===== config.mk =====
export PLATFORM = sky130hd
export DESIGN_NAME = plot_sink
export DESIGN_NICKNAME = d
export VERILOG_FILES = /design/src/rtl/plot_sink.sv
export SDC_FILE = /design/constraint.sdc
export NUM_CORES = 1
export LEC_CHECK = 0
export BUFFER_PORTS_ARGS = -buffer_cell sky130_fd_sc_hd__buf_4
export CAP_MARGIN = 15
export CORE_UTILIZATION = 45
export CTS_BUF_LIST = sky130_fd_sc_hd__clkbuf_8
export DETAILED_ROUTE_END_ITERATION = 7
export GPL_ROUTABILITY_DRIVEN = 0
export HOLD_SLACK_MARGIN = 0.05
export PLACE_DENSITY = 0.65
export SETUP_SLACK_MARGIN = 0.3
export SYNTH_ARGS = -nofsm -noshare
export SYNTH_HDL_FRONTEND = slang
export SYNTH_SLANG_ARGS = --single-unit

===== constraint.sdc =====
create_clock -name clk -period 13.5 [get_ports clk]
set_input_delay 0.675 -clock clk [delete_from_list [all_inputs] [get_ports clk]]
set_output_delay 0.675 -clock clk [all_outputs]
set_load 0.05 [all_outputs]

===== src/rtl/plot_sink.sv =====
// Receiving end of the pixel-plot interface: FIFO-buffers plot strobes and issues one
// framebuffer write per cycle, plus a full-screen clear sweep. `define PLOT_CLIP_EN to drop off-screen plots.
module plot_sink #(
  parameter int unsigned WIDTH  = 160,
  parameter int unsigned HEIGHT = 120,
  parameter int unsigned DEPTH  = 8,
  parameter int unsigned ADDR_W = 15
) (
  input  logic                         clk,
  input  logic                         resetn,
  input  logic [9:0]                   x,
  input  logic [9:0]                   y,
  input  logic [2:0]                   colour,
  input  logic                         writeEn,
  input  logic                         clear,
  input  logic [2:0]                   clear_colour,
  output logic [ADDR_W-1:0]            fb_addr,
  output logic [2:0]                   fb_data,
  output logic                         fb_wren,
  output logic                         busy,
  output logic                         overflow,
  output logic [$clog2(DEPTH+1)-1:0]   fifo_count
);

  localparam int unsigned CNT_W = $clog2(DEPTH + 1);
  localparam int unsigned PTR_W = $clog2(DEPTH);
  localparam int unsigned LIN_W = 21;
  localparam int unsigned TOTAL = WIDTH * HEIGHT;

  localparam logic [1:0] IDLE  = 2'd0;
  localparam logic [1:0] DRAIN = 2'd1;
  localparam logic [1:0] CLEAR = 2'd2;

  typedef struct packed {
    logic [9:0] x;
    logic [9:0] y;
    logic [2:0] colour;
  } plot_t;

  plot_t              mem [DEPTH];
  logic [PTR_W-1:0]   wr_ptr, rd_ptr;
  logic [1:0]         state, state_nxt;
  logic               pending, pending_nxt;
  logic [2:0]         clr_col, clr_col_nxt;
  logic [ADDR_W-1:0]  clr_addr, clr_addr_nxt;
  logic [ADDR_W-1:0]  fb_addr_nxt;
  logic [2:0]         fb_data_nxt;
  logic               fb_wren_nxt;
  logic               overflow_nxt;
  logic               busy_nxt;
  logic [CNT_W-1:0]   count_nxt;
  logic               in_range, push_req, push, pop;
  plot_t              head;
  logic [LIN_W-1:0]   lin;

`ifdef PLOT_CLIP_EN
  assign in_range = (x < 10'(WIDTH)) && (y < 10'(HEIGHT));
`else
  assign in_range = 1'b1;
`endif

  // Next-state, FIFO control and registered-output values
  always_comb begin
    state_nxt    = state;
    pending_nxt  = pending;
    clr_col_nxt  = clr_col;
    clr_addr_nxt = clr_addr;
    fb_addr_nxt  = fb_addr;
    fb_data_nxt  = fb_data;
    fb_wren_nxt  = 1'b0;
    overflow_nxt = overflow;
    pop          = 1'b0;

    push_req = writeEn && in_range;
    push     = push_req && (fifo_count != CNT_W'(DEPTH));
    head     = mem[rd_ptr];
    lin      = LIN_W'(head.y) * LIN_W'(WIDTH) + LIN_W'(head.x);

    case (state)
      IDLE: begin
        // A clear into an empty FIFO starts at once so a same-cycle plot lands after the sweep
        if (clear) begin
          clr_col_nxt = clear_colour;
          if (fifo_count == '0) begin
            state_nxt    = CLEAR;
            clr_addr_nxt = '0;
            pending_nxt  = 1'b0;
          end else begin
            pending_nxt = 1'b1;
            state_nxt   = DRAIN;
          end
        end else if (pending && (fifo_count == '0)) begin
          state_nxt    = CLEAR;
          clr_addr_nxt = '0;
          pending_nxt  = 1'b0;
        end else if (fifo_count != '0) begin
          state_nxt = DRAIN;
        end
      end
      DRAIN: begin
        pop         = (fifo_count != '0);
        fb_wren_nxt = pop;
        if (pop) begin
          fb_addr_nxt = ADDR_W'(lin);
          fb_data_nxt = head.colour;
        end
        if (clear) begin
          pending_nxt = 1'b1;
          clr_col_nxt = clear_colour;
        end
        if ((fifo_count <= CNT_W'(1)) && !push) state_nxt = IDLE;
      end
      CLEAR: begin
        fb_wren_nxt = 1'b1;
        fb_addr_nxt = clr_addr;
        fb_data_nxt = clr_col;
        if (clear) begin
          clr_addr_nxt = '0;
          clr_col_nxt  = clear_colour;
        end else if (clr_addr == ADDR_W'(TOTAL - 1)) begin
          state_nxt = IDLE;
        end else begin
          clr_addr_nxt = clr_addr + ADDR_W'(1);
        end
      end
      default: state_nxt = IDLE;
    endcase

    // A drop in the same cycle as a clear still leaves the flag set
    if (clear) overflow_nxt = 1'b0;
    if (push_req && !push) overflow_nxt = 1'b1;

    count_nxt = fifo_count + CNT_W'(push) - CNT_W'(pop);
    busy_nxt  = (state_nxt != IDLE) || (count_nxt != '0) || pending_nxt;
  end

  always_ff @(posedge clk or negedge resetn) begin
    if (!resetn) begin
      state      <= IDLE;
      pending    <= 1'b0;
      clr_col    <= '0;
      clr_addr   <= '0;
      fb_addr    <= '0;
      fb_data    <= '0;
      fb_wren    <= 1'b0;
      overflow   <= 1'b0;
      busy       <= 1'b0;
      fifo_count <= '0;
      wr_ptr     <= '0;
      rd_ptr     <= '0;
    end else begin
      state      <= state_nxt;
      pending    <= pending_nxt;
      clr_col    <= clr_col_nxt;
      clr_addr   <= clr_addr_nxt;
      fb_addr    <= fb_addr_nxt;
      fb_data    <= fb_data_nxt;
      fb_wren    <= fb_wren_nxt;
      overflow   <= overflow_nxt;
      busy       <= busy_nxt;
      fifo_count <= count_nxt;
      if (push) wr_ptr <= wr_ptr + PTR_W'(1);
      if (pop)  rd_ptr <= rd_ptr + PTR_W'(1);
    end
  end

  // FIFO storage needs no reset; occupancy is tracked by the pointers and count
  always_ff @(posedge clk) begin
    if (push) mem[wr_ptr] <= '{x: x, y: y, colour: colour};
  end

endmodule


---- Yosys cells after proc, flatten, opt, wreduce, memory -nomap -nowiden ----
Memories as Yosys holds them, arrays and structs flattened.
Cells that the tools add are included.
storage, ports and cells
  bits in registers ....................... 52
  memory bits (writable) .................. 184
  memories ................................ 1
memory list
  name  words  width  read ports  clocked after Yosys merged registers in  wr ports  RTL line  text
  mem   8      23     1           0                                        1         40        plot_t mem [DEPTH];
operators by class
  add/sub/neg operators ................... 6
  multipliers ............................. 1
  magnitude comparators ................... 1
  equal/unequal tests ..................... 8
  multiplexer cells ....................... 29
  reduce and logical (&&, ||, !) cells .... 19
operator list
  kind                                                                    count
  15-bit 2-to-1 mux                                                       6
  15-bit case mux with 2 select lines                                     2
  15-bit by 1-bit adder with 15-bit output (second input constant)        1
  15-bit by 10-bit adder with 15-bit output                               1
  15-bit equality test (second input constant)                            1
  2-bit 2-to-1 mux                                                        7
  10-bit by 3-bit multiplier with 10-bit output (second input constant)   1
  1-bit 2-to-1 mux                                                        9
  3-bit != test (second input constant)                                   3
  2-bit nonzero test                                                      4
  4-bit nonzero test                                                      2
  3-bit by 1-bit adder with 3-bit output (second input constant)          2
  2-bit case mux with 3 select lines                                      1
  3-bit case mux with 2 select lines                                      1
  4-bit by 1-bit adder with 4-bit output                                  1
  4-bit by 1-bit <= comparator with 1-bit output (second input constant)  1
  1-bit logical AND                                                       4
  4-bit zero test                                                         1
  4-bit != test (second input constant)                                   1
  1-bit case mux with 2 select lines                                      2
  2-bit AND reduction                                                     2
  4-bit AND reduction                                                     1
  4-bit by 1-bit subtractor with 4-bit output                             1
  3-bit 2-to-1 mux                                                        1
  other kinds (7)                                                         8

---- Logic depth before layout (Yosys ltp) ----
Gate-level depths: netlist (run 1).
  word-level depth ........................ 9
  mapped depth ............................ 16

---- Least setup slack after synthesis (run 1) ----
OpenSTA, ideal clock, no wires.
  kind .................................... register -> register
  from .................................... reg rd_ptr[0]
  to ...................................... reg fb_addr[12]
  library setup time ...................... 125 ps
  arrival time ............................ 4136 ps
  path slack .............................. 9239 ps
  stages on the path, launching flop included .. 17
  path buffers ............................ 3
  cell sequence ........................... dfrtp_1 buf_6 buf_2 buf_2 mux4_2 mux2i_1 inv_1 ha_1 ha_1 fa_1 ha_1 nand2_1 o21ai_0 nand3_1 xnor2_1 o21ai_0 mux2_2
between the ends
  cells in the longest elaborated chain, start to end .. 5
ends and longest elaborated chain
  item                                           RTL line  text
  start: declaration                             41        logic [PTR_W-1:0] wr_ptr, rd_ptr;
  start signal: assignment                       163       if (pop) rd_ptr <= rd_ptr + PTR_W'(1);
  memory read 8 x 23 bit *                       -
  10-bit by 3-bit multiplier with 10-bit output  77        lin = LIN_W'(head.y) * LIN_W'(WIDTH) + LIN_W'(head.x);
  15-bit by 10-bit adder with 15-bit output *    77
  15-bit 2-to-1 mux *                            103       if (pop) begin
  15-bit case mux with 2 select lines *          79        case (state)
  end signal: assignment                         156       fb_addr <= fb_addr_nxt;
  end: declaration                               17        output logic [ADDR_W-1:0] fb_addr,
Every way passes the cells marked *; elsewhere a longest branch is shown, timed or not. The select of a mux whose other input is x is not followed.
A chain may end at the register's enable or synchronous reset.

---- Worst setup path after layout (run 1) ----
Ends and elaborated chain as after synthesis.

==> metrics.txt, run 1 <==
global-route wire length before repair 31600 um; starting density of the core 46.2%; Peak Freq 0.221 GHz; root buf cell clkbuf_8; most frequent cell after synthesis edfxtp_1; Avg Vias per Cell 5.45; failing checks design-rule violations; clock skew 23.2 ps; antenna violations before repair 0; final instance area 11600 um^2; Longest Clk Path Bufs 3; Die Wd 152 um; Core ar. 22000 um^2; max-cap check violation count 0; RSZ-0062 raised after global routing false; crit path DAT 4930 ps; die height 152 um; Reg area 6830 um^2; hold crit path type in -> async; status complete, but fails checks; CTS sink cnt 236; Syn Area/Cell 16.0 um^2; Slew @ Worst Pin 996 ps; layout cells sized above 1 23.6%; Cell Rows 54; Post-synth EDFFs 184; Hold Buf Count CTS 0; Netlist cell types 48; multi-input logic area 3180 um^2; placed cell area 10900 um^2; worst path required time 13910 ps; fill count 1770; synth top area cells edfxtp_1 54%, dfrtp_1 13%, mux4_2 9.3%, ha_1 3.8%, o21ai_0 2.2%; Gates resized, CTS repair 0; Synth Cell Area 10100 um^2; Post-route DRC 12; CP Launch Type flop; Area Overhead vs Synth 14.4%; Routed WL 19800 um; CP endpoint kind flop; pin count of the biggest net entering global routing 53; PortBufs 54; Top-Level Pins 55; die area 23100 um^2; Hold Vio Cnt, Final 0; drt first pass iters 7; slew margin rel. 33.2%; NumNets Final 778; Post-DP HPWL 12000 um; register area share after synthesis 67.3%; Routed wire per std cell 19.4 um; Worst Hold Margin 171 ps; minimum clock period after layout 4530 ps; setup TNS 0 ps; vias 5574; Final Max Slew Viols 0; H-tree levels 2; critical-path maximum fanout 48; Worst-Skew Late Latency 540 ps; Mapped Nets 699; Worst Reg2Reg Path Length in Cells 14; grt ovf 0; synth cell count leaders 184 x edfxtp_1, 52 x dfrtp_1, 45 x nand2_1, 44 x o21ai_0; GRT Total Usage 17.8%; Yosys top cell by area edfxtp_1; Post-synth top flop edfxtp_1; Clock Pin Slew Worst Setup and Hold Paths 60 ps; CTS tree yes; ANT nets after route 0; vias in the first global route 5832; Final Cycle Share 33.5%; critical path class reg -> reg; cts bufs inserted 40; Syn Inst Count 635; Final setup viols 0; FF+latch count, synth 236; Ys Warns 0; First DRT Iteration DRCs 292; post-synthesis async set-or-reset flop share 22.0%; post-synth top area share 54.5%; setup bufs post-CTS 0; Inserted Diodes 0
area by class of cell:
type	count	share of cell area [%]
Multi-Input combinational cell	352	27.4
Clock buffer	41	4.87
Clock inverter	30	1.09
Timing Repair Buffer	61	3.95
Inverter	23	0.745
Sequential cell	236	58.9
Tap cell	280	3.02
per-layer routing:
layer  vias to the layer above  track usage, %  part of all wire [%]
li1                       2602               -                     -
met1                      2769            23.4                    44
met2                       163            28.9                    48
met3                        40            3.76                   5.7
met4                         0            7.09                   2.8
met5                         -               0                     0
stage by stage:
| stage | cells | utilization (%) | setup slack (ps) |
|---|---|---|---|
| floorplan | 635 | - | 9240 |
| global placement | 952 | 49.7 | 9010 |
| detailed placement | 952 | 49.7 | 8950 |
| CTS | 1023 | 52.8 | 8900 |
| global route | 1023 | 52.8 | 8520 |
| finish | 1023 | 52.8 | 8970 |
worst max-delay path, cell delays in order, from the launching register on:
cell,delay (ps)
dfrtp_2,340
buf_4,700
mux4_2,610
mux2i_1,260
inv_1,120
ha_1,290
ha_1,220
fa_1,440
ha_1,340
nand2_1,60
o21ai_0,350
nand3_1,150
xnor2_1,150
o21ai_0,80
mux2_2,270
worst paths after layout:
| kind | from | slack [ps] | to |
|---|---|---|---|
| max | rd_ptr[0] | 8970 | fb_addr[12] |
| min | resetn | 170 | clr_addr[8] |
| max reg2reg | rd_ptr[0] | 8970 | fb_addr[12] |
| min reg2reg | fb_addr[1] | 480 | fb_addr[1] |
| max in group asynchronous | resetn | 12850 | rd_ptr[1] |
| min in group clk | y[4] | 370 | mem[4][7] |
flip-flops by register name, indices dropped and copies added, names as in the netlist:
name	count
rd_ptr	3
fifo_count	4
state	2
fb_wren	1
mem	184
fb_addr	15
clr_addr	15
wr_ptr	3
overflow	1
clr_col	3
fb_data	3
pending	1
busy	1
placed cells by master (no fill, tap or decap), drive strengths merged, types with 4 or more instances in the layout:
| cell | n |
|---|---|
| mux2i | 15 |
| nand3 | 8 |
| nand2 | 45 |
| dfrtp | 52 |
| mux4 | 46 |
| clkinv | 18 |
| nor2b | 7 |
| inv | 35 |
| and3 | 7 |
| nor2 | 42 |
| xor2 | 4 |
| mux2 | 17 |
| o21a | 4 |
| nand2b | 4 |
| a21oi | 23 |
| o31ai | 5 |
| clkbuf | 41 |
| buf | 61 |
| nor3 | 6 |
| edfxtp | 184 |
| ha | 31 |
| o21ai | 46 |
| xnor2 | 9 |
cell families after synthesis:
group | Yosys count | synth area share (%)
AND/OR/NAND/NOR | 127 | 5.57
buffers and inverters | 47 | 1.88
adder cells (fa/ha/maj) | 34 | 4.42
multiplexers | 78 | 13.8
AO/OA/AOI/OAI | 99 | 5.69
XOR/XNOR | 14 | 1.35
flip-flops | 236 | 67.3
Power of run 1 is left out: the tool's default activity adds up to more than one toggle a clock period on the data nets, which glitch-free logic cannot reach.
==> inputs of run 2 (changes only) <==
- PLACE_DENSITY: 0.65 -> 0.67
- clock period: 13.5 -> 3.85 ns (I/O delays scaled with it)
==> metrics.txt, run 2 (same netlist as run 1, synthesis figures left out) <==
fill count 1707 (-3.6%); CP Launch Type flop; Min-Delay Path Depth 4; GRT Total Usage 18.3% (+0.56 points); Top-Level Pins 55 (unchanged); setup TNS 0 ps (unchanged); Peak Freq 0.284 GHz (+28%); Core ar. 22000 um^2 (unchanged); NumNets Final 828 (+6.4%); max FFs per register 184 (unchanged); cts bufs inserted 38 (-5.0%); CP startpoint rd_ptr[0]; root buf cell clkbuf_8; CTS sink cnt 236 (unchanged); starting density of the core 46.2% (unchanged); ANT nets after route 0 (unchanged); Worst Reg2Reg Path Length in Cells 14 (unchanged); Inserted Diodes 0 (unchanged); First DRT Iteration DRCs 426 (+46%); PortBufs 54 (unchanged); die height 152 um (unchanged); commonest non-fill, non-tap cells in the layout 184 x edfxtp_1, 79 x buf_4, 49 x dfrtp_1; Cell Rows 54 (unchanged); Clock Pin Slew Worst Setup and Hold Paths 60 ps (about the same); Routed WL 20600 um (+3.9%); slew margin rel. 37.7% (+4.5 points); drt first pass iters 8 (+1); worst reg-to-reg setup slack 320 ps (-8650 ps); Avg Vias per Cell 5.48 (+0.63%); Final setup viols 0 (unchanged); vias 5845 (+4.9%); Worst-Skew Late Latency 530 ps (about the same); CP endpoint kind flop; grt ovf 0 (unchanged); H-tree levels 2 (unchanged); Area Overhead vs Synth 20.2%; Post-DP HPWL 12700 um (+5.1%); global-route wire length before repair 32800 um (+3.6%); status complete, but fails checks; Hold Vio Cnt, Final 0 (unchanged); pin count of the biggest net entering global routing 53 (unchanged); most common cell after layout, fill and taps aside edfxtp_1; worst reg2reg endpoint fb_addr[12]; Post-route DRC 7 (-5); critical path class reg -> reg; worst path required time 4250 ps (-9660 ps); max-cap check violation count 0 (unchanged); CTS tree yes; Biggest register mem; critical path's largest stage delay 490 ps (-210 ps); critical-path maximum fanout 5 (-90%); Critical R2R Launch rd_ptr[0]; Place WS 169 ps (-8780 ps); min-delay src writeEn; Routed wire per std cell 19.3 um (-0.27%); crit path DAT 3920 ps (-1010 ps); RSZ-0062 raised after global routing true; multi-input logic area 3310 um^2 (+4.0%); CP cell instances buf_12 -> buf_8 -> mux4_2 -> mux2_4 -> ha_4 -> ha_4 -> fa_2 -> ha_4 -> nand2_2 -> o21ai_2 -> nand3_1 -> xnor2_1 -> o21ai_1 -> mux2_4; layout cells sized above 1 28.2% (+4.7 points); vias in the first global route 6051 (+3.8%); antenna violations before repair 0 (unchanged); Final Cycle Share 91.6% (+58 points); largest registers mem: 184 flops, clr_addr: 15 flops, fb_addr: 15 flops; Reg area 6830 um^2 (about the same); hold crit path type in -> reg; clock skew 23.2 ps (-0.0259 ps); die area 23100 um^2 (unchanged); worst hold endpoint wr_ptr[1]; minimum clock period after layout 3530 ps (-1000 ps); failing checks design-rule violations; Slew @ Worst Pin 928 ps (-67.2 ps); most used cell, CP ha_4; Die Wd 152 um (unchanged); Final Max Slew Viols 0 (unchanged); slowest CP cell mux4_2; Longest Clk Path Bufs 3 (unchanged); Final WS setup 324 ps (-8650 ps)
## run 2: metrics by stage
stage,std cells,instance area [um^2],hold slack [ps],util (%)
floorplan,635,10200,-103,-
global placement,969,11000,269,50.3
detailed placement,969,11000,277,50.3
CTS,1064,12100,116,55.0
global route,1066,12200,145,55.5
finish,1066,12200,142,55.5
## run 2: routing by layer
| metal | track usage (%) | up-vias | share of wire [%] |
|---|---|---|---|
| met3 | 3.34 | 42 | 4.8 |
| met4 | 6.56 | 0 | 2.2 |
| met1 | 24.4 | 2912 | 44 |
| met5 | 0 | - | 0 |
| li1 | - | 2707 | - |
| met2 | 30.3 | 184 | 49 |
## run 2: layout make-up
cell class / count / area share, %
Clock buffer: 40 / 4.52
Inverter: 23 / 0.708
Tap cell: 280 / 2.88
Sequential cell: 236 / 56.1
Multi-Input combinational cell: 352 / 27.1
Timing Repair Buffer: 113 / 7.89
Clock inverter: 22 / 0.821
## run 2: worst max-delay path by stage
stage	endpoint	slack, ps	depth (start not counted)
final	fb_addr[12]	320	14
after global routing	fb_addr[13]	150	13
after CTS	fb_addr[12]	300	14
after detailed placement	fb_addr[13]	170	12
after global placement	fb_addr[12]	210	13
after floorplan	fb_addr[12]	120	16
## run 2: what timing repair did
item | CTS | global route
hold buffers | 29 | 0
endpoints found under the hold margin | 240 | 0
resized for setup | 11 | 21
setup endpoints to repair | 4 | 6
setup buffers | 4 | 2
gates cloned | 0 | 0
pin swaps | 1 | 10
## run 2: worst max-delay path: cells and delay by family (launching register included)
family	cells	cell delay, ps
AOI/OAI and AO/OA	2	210
buffers and inverters	2	250
and+or+nand+nor	2	160
DFF	1	410
muxes	3	1080
xor gates and xnor gates	1	190
adders and majority gates	4	1090
Power of run 2 is left out for the same reason.
==> inputs of run 3 (changes only) <==
- CORE_UTILIZATION: 45 -> 57
- PLACE_DENSITY: 0.67 -> 0.81
- RECOVER_POWER: unset -> 100
==> metrics.txt, run 3 (same netlist as run 1, synthesis figures left out) <==
worst path required time 4260 ps (about the same); Final setup viols 0 (unchanged); starting density of the core 58.4% (+12 points); root buf cell clkbuf_8; grt ovf 0 (unchanged); Peak Freq 0.273 GHz (-3.7%); antenna violations before repair 0 (unchanged); status complete, but fails checks; Die Wd 135 um (-11%); Final Max Slew Viols 262 (+262); ANT nets after route 0 (unchanged); Post-route DRC 0 (-7); vias 5977 (+2.3%); Worst-Skew Late Latency 530 ps (about the same); Hold Vio Cnt, Final 0 (unchanged); Routed wire per std cell 20.4 um (+5.6%); vias in the first global route 6200 (+2.5%); fill count 1178 (-31%); largest registers mem: 184 flops, clr_addr: 15 flops, fb_addr: 15 flops; Critical R2R Launch rd_ptr[0]; Longest Clk Path Bufs 3 (unchanged); max FFs per register 184 (unchanged); GRT Total Usage 23.6% (+5.3 points); hold crit path type in -> reg; CTS tree yes; H-tree levels 2 (unchanged); clock skew 15.1 ps (-8.17 ps); Avg Vias per Cell 5.91 (+7.8%); Top-Level Pins 55 (unchanged); First DRT Iteration DRCs 431 (+1.2%); global-route wire length before repair 32400 um (-1.2%); slew margin rel. -85.3% (-120 points); Routed WL 20600 um (+0.14%); commonest non-fill, non-tap cells in the layout 184 x edfxtp_1, 55 x clkbuf_1, 50 x dfrtp_1; pin count of the biggest net entering global routing 53 (unchanged); Slew @ Worst Pin 2780 ps (+1850 ps); max-cap check violation count 10 (+10); worst reg2reg endpoint fb_addr[13]; Worst Reg2Reg Path Length in Cells 13 (-1); worst reg-to-reg setup slack 190 ps (-140 ps); critical-path maximum fanout 6 (+1); failing checks max-capacitance violations, max-slew violations; Core ar. 17400 um^2 (-21%); Clock Pin Slew Worst Setup and Hold Paths 60 ps (about the same); Post-DP HPWL 12600 um (-0.13%); cts bufs inserted 38 (unchanged); min-delay src writeEn; die area 18300 um^2 (-21%); worst hold endpoint wr_ptr[1]; drt first pass iters 5 (-3); Area Overhead vs Synth 16.8%; Inserted Diodes 0 (unchanged); NumNets Final 823 (-0.60%); setup TNS 0 ps (unchanged); die height 135 um (-11%); Biggest register mem; RSZ-0062 raised after global routing true; Final Cycle Share 95.1% (+3.5 points); layout cells sized above 1 19.2% (-9.0 points); Cell Rows 48 (-11%); Min-Delay Path Depth 4 (unchanged); PortBufs 54 (unchanged); most common cell after layout, fill and taps aside edfxtp_1; CP Launch Type flop; CP endpoint kind flop; crit path DAT 4070 ps (+150 ps); minimum clock period after layout 3660 ps (+136 ps); CTS sink cnt 236 (unchanged); critical path class reg -> reg
==> run 3: changes by cell type in the layout (fill, tap and decap cells not counted), sizes merged <==
cell	before	now
buf	84	23
inv	32	42
clkinv	13	7
clkbuf	40	96
clkinvlp	0	1
==> run 3: worst max path at each step <==
| stage | cells after the start | startpoint | endpoint |
|---|---|---|---|
| 2_1_floorplan | 16 | rd_ptr[0] | fb_addr[12] |
| 5_1_grt | 13 | rd_ptr[0] | fb_addr[14] |
| 4_1_cts | 13 | rd_ptr[0] | fb_addr[12] |
| 6_report | 13 | rd_ptr[0] | fb_addr[13] |
| 3_3_place_gp | 12 | rd_ptr[0] | fb_addr[12] |
| 3_5_place_dp | 12 | rd_ptr[0] | fb_addr[12] |
==> run 3: what timing repair did <==
| item | in CTS | in global routing |
|---|---|---|
| hold buffers | 29 | 0 |
| resized for setup | 7 | 23 |
| endpoints found under the setup margin | 5 | 7 |
| setup buffers | 4 | 4 |
| endpoints found under the hold margin | 240 | 0 |
| pin swaps | 2 | 14 |
==> run 3: routing by layer <==
layer / GRT usage (%) / up-vias / part of all wire [%]
li1: - / 2696 / -
met1: 30.8 / 2968 / 40
met2: 39.7 / 261 / 50
met3: 4.12 / 52 / 6.7
met4: 9.18 / 0 / 2.5
met5: 0 / - / 0
==> run 3: layout make-up <==
class / count / area [um^2] / share of cell area (%)
clock buffer: 40 / 551 / 4.65
clock inverter: 27 / 114 / 0.962
inverter: 23 / 86.3 / 0.729
multi-input combinational: 352 / 3260 / 27.5
sequential: 236 / 6830 / 57.7
tap: 225 / 282 / 2.38
timing repair buffer: 108 / 711 / 6.00
==> run 3: critical path, stage by stage (launching register included) <==
cell,delay [ps]
dfrtp_4,500
buf_12,150
buf_12,120
mux4_2,410
mux2_2,320
ha_1,340
fa_2,400
a211oi_2,290
nor2_1,110
nor4_1,320
o211ai_1,170
xnor2_1,170
mux2i_1,160
o21ai_1,70
==> run 3: per-stage QoR <==
step / util, % / instances / worst slack (ps) / hold WS, ps / instance area [um^2]
6_report: 68.2 / 1011 / 187 / 184 / 11800
5_1_grt: 68.2 / 1011 / 47.6 / 235 / 11800
4_1_cts: 68.9 / 1007 / 266 / 112 / 12000
3_5_place_dp: 63.0 / 907 / 124 / 264 / 10900
3_3_place_gp: 63.0 / 907 / 199 / 260 / 10900
2_1_floorplan: - / 635 / 125 / -103 / 10200
Power of run 3 is left out for the same reason.
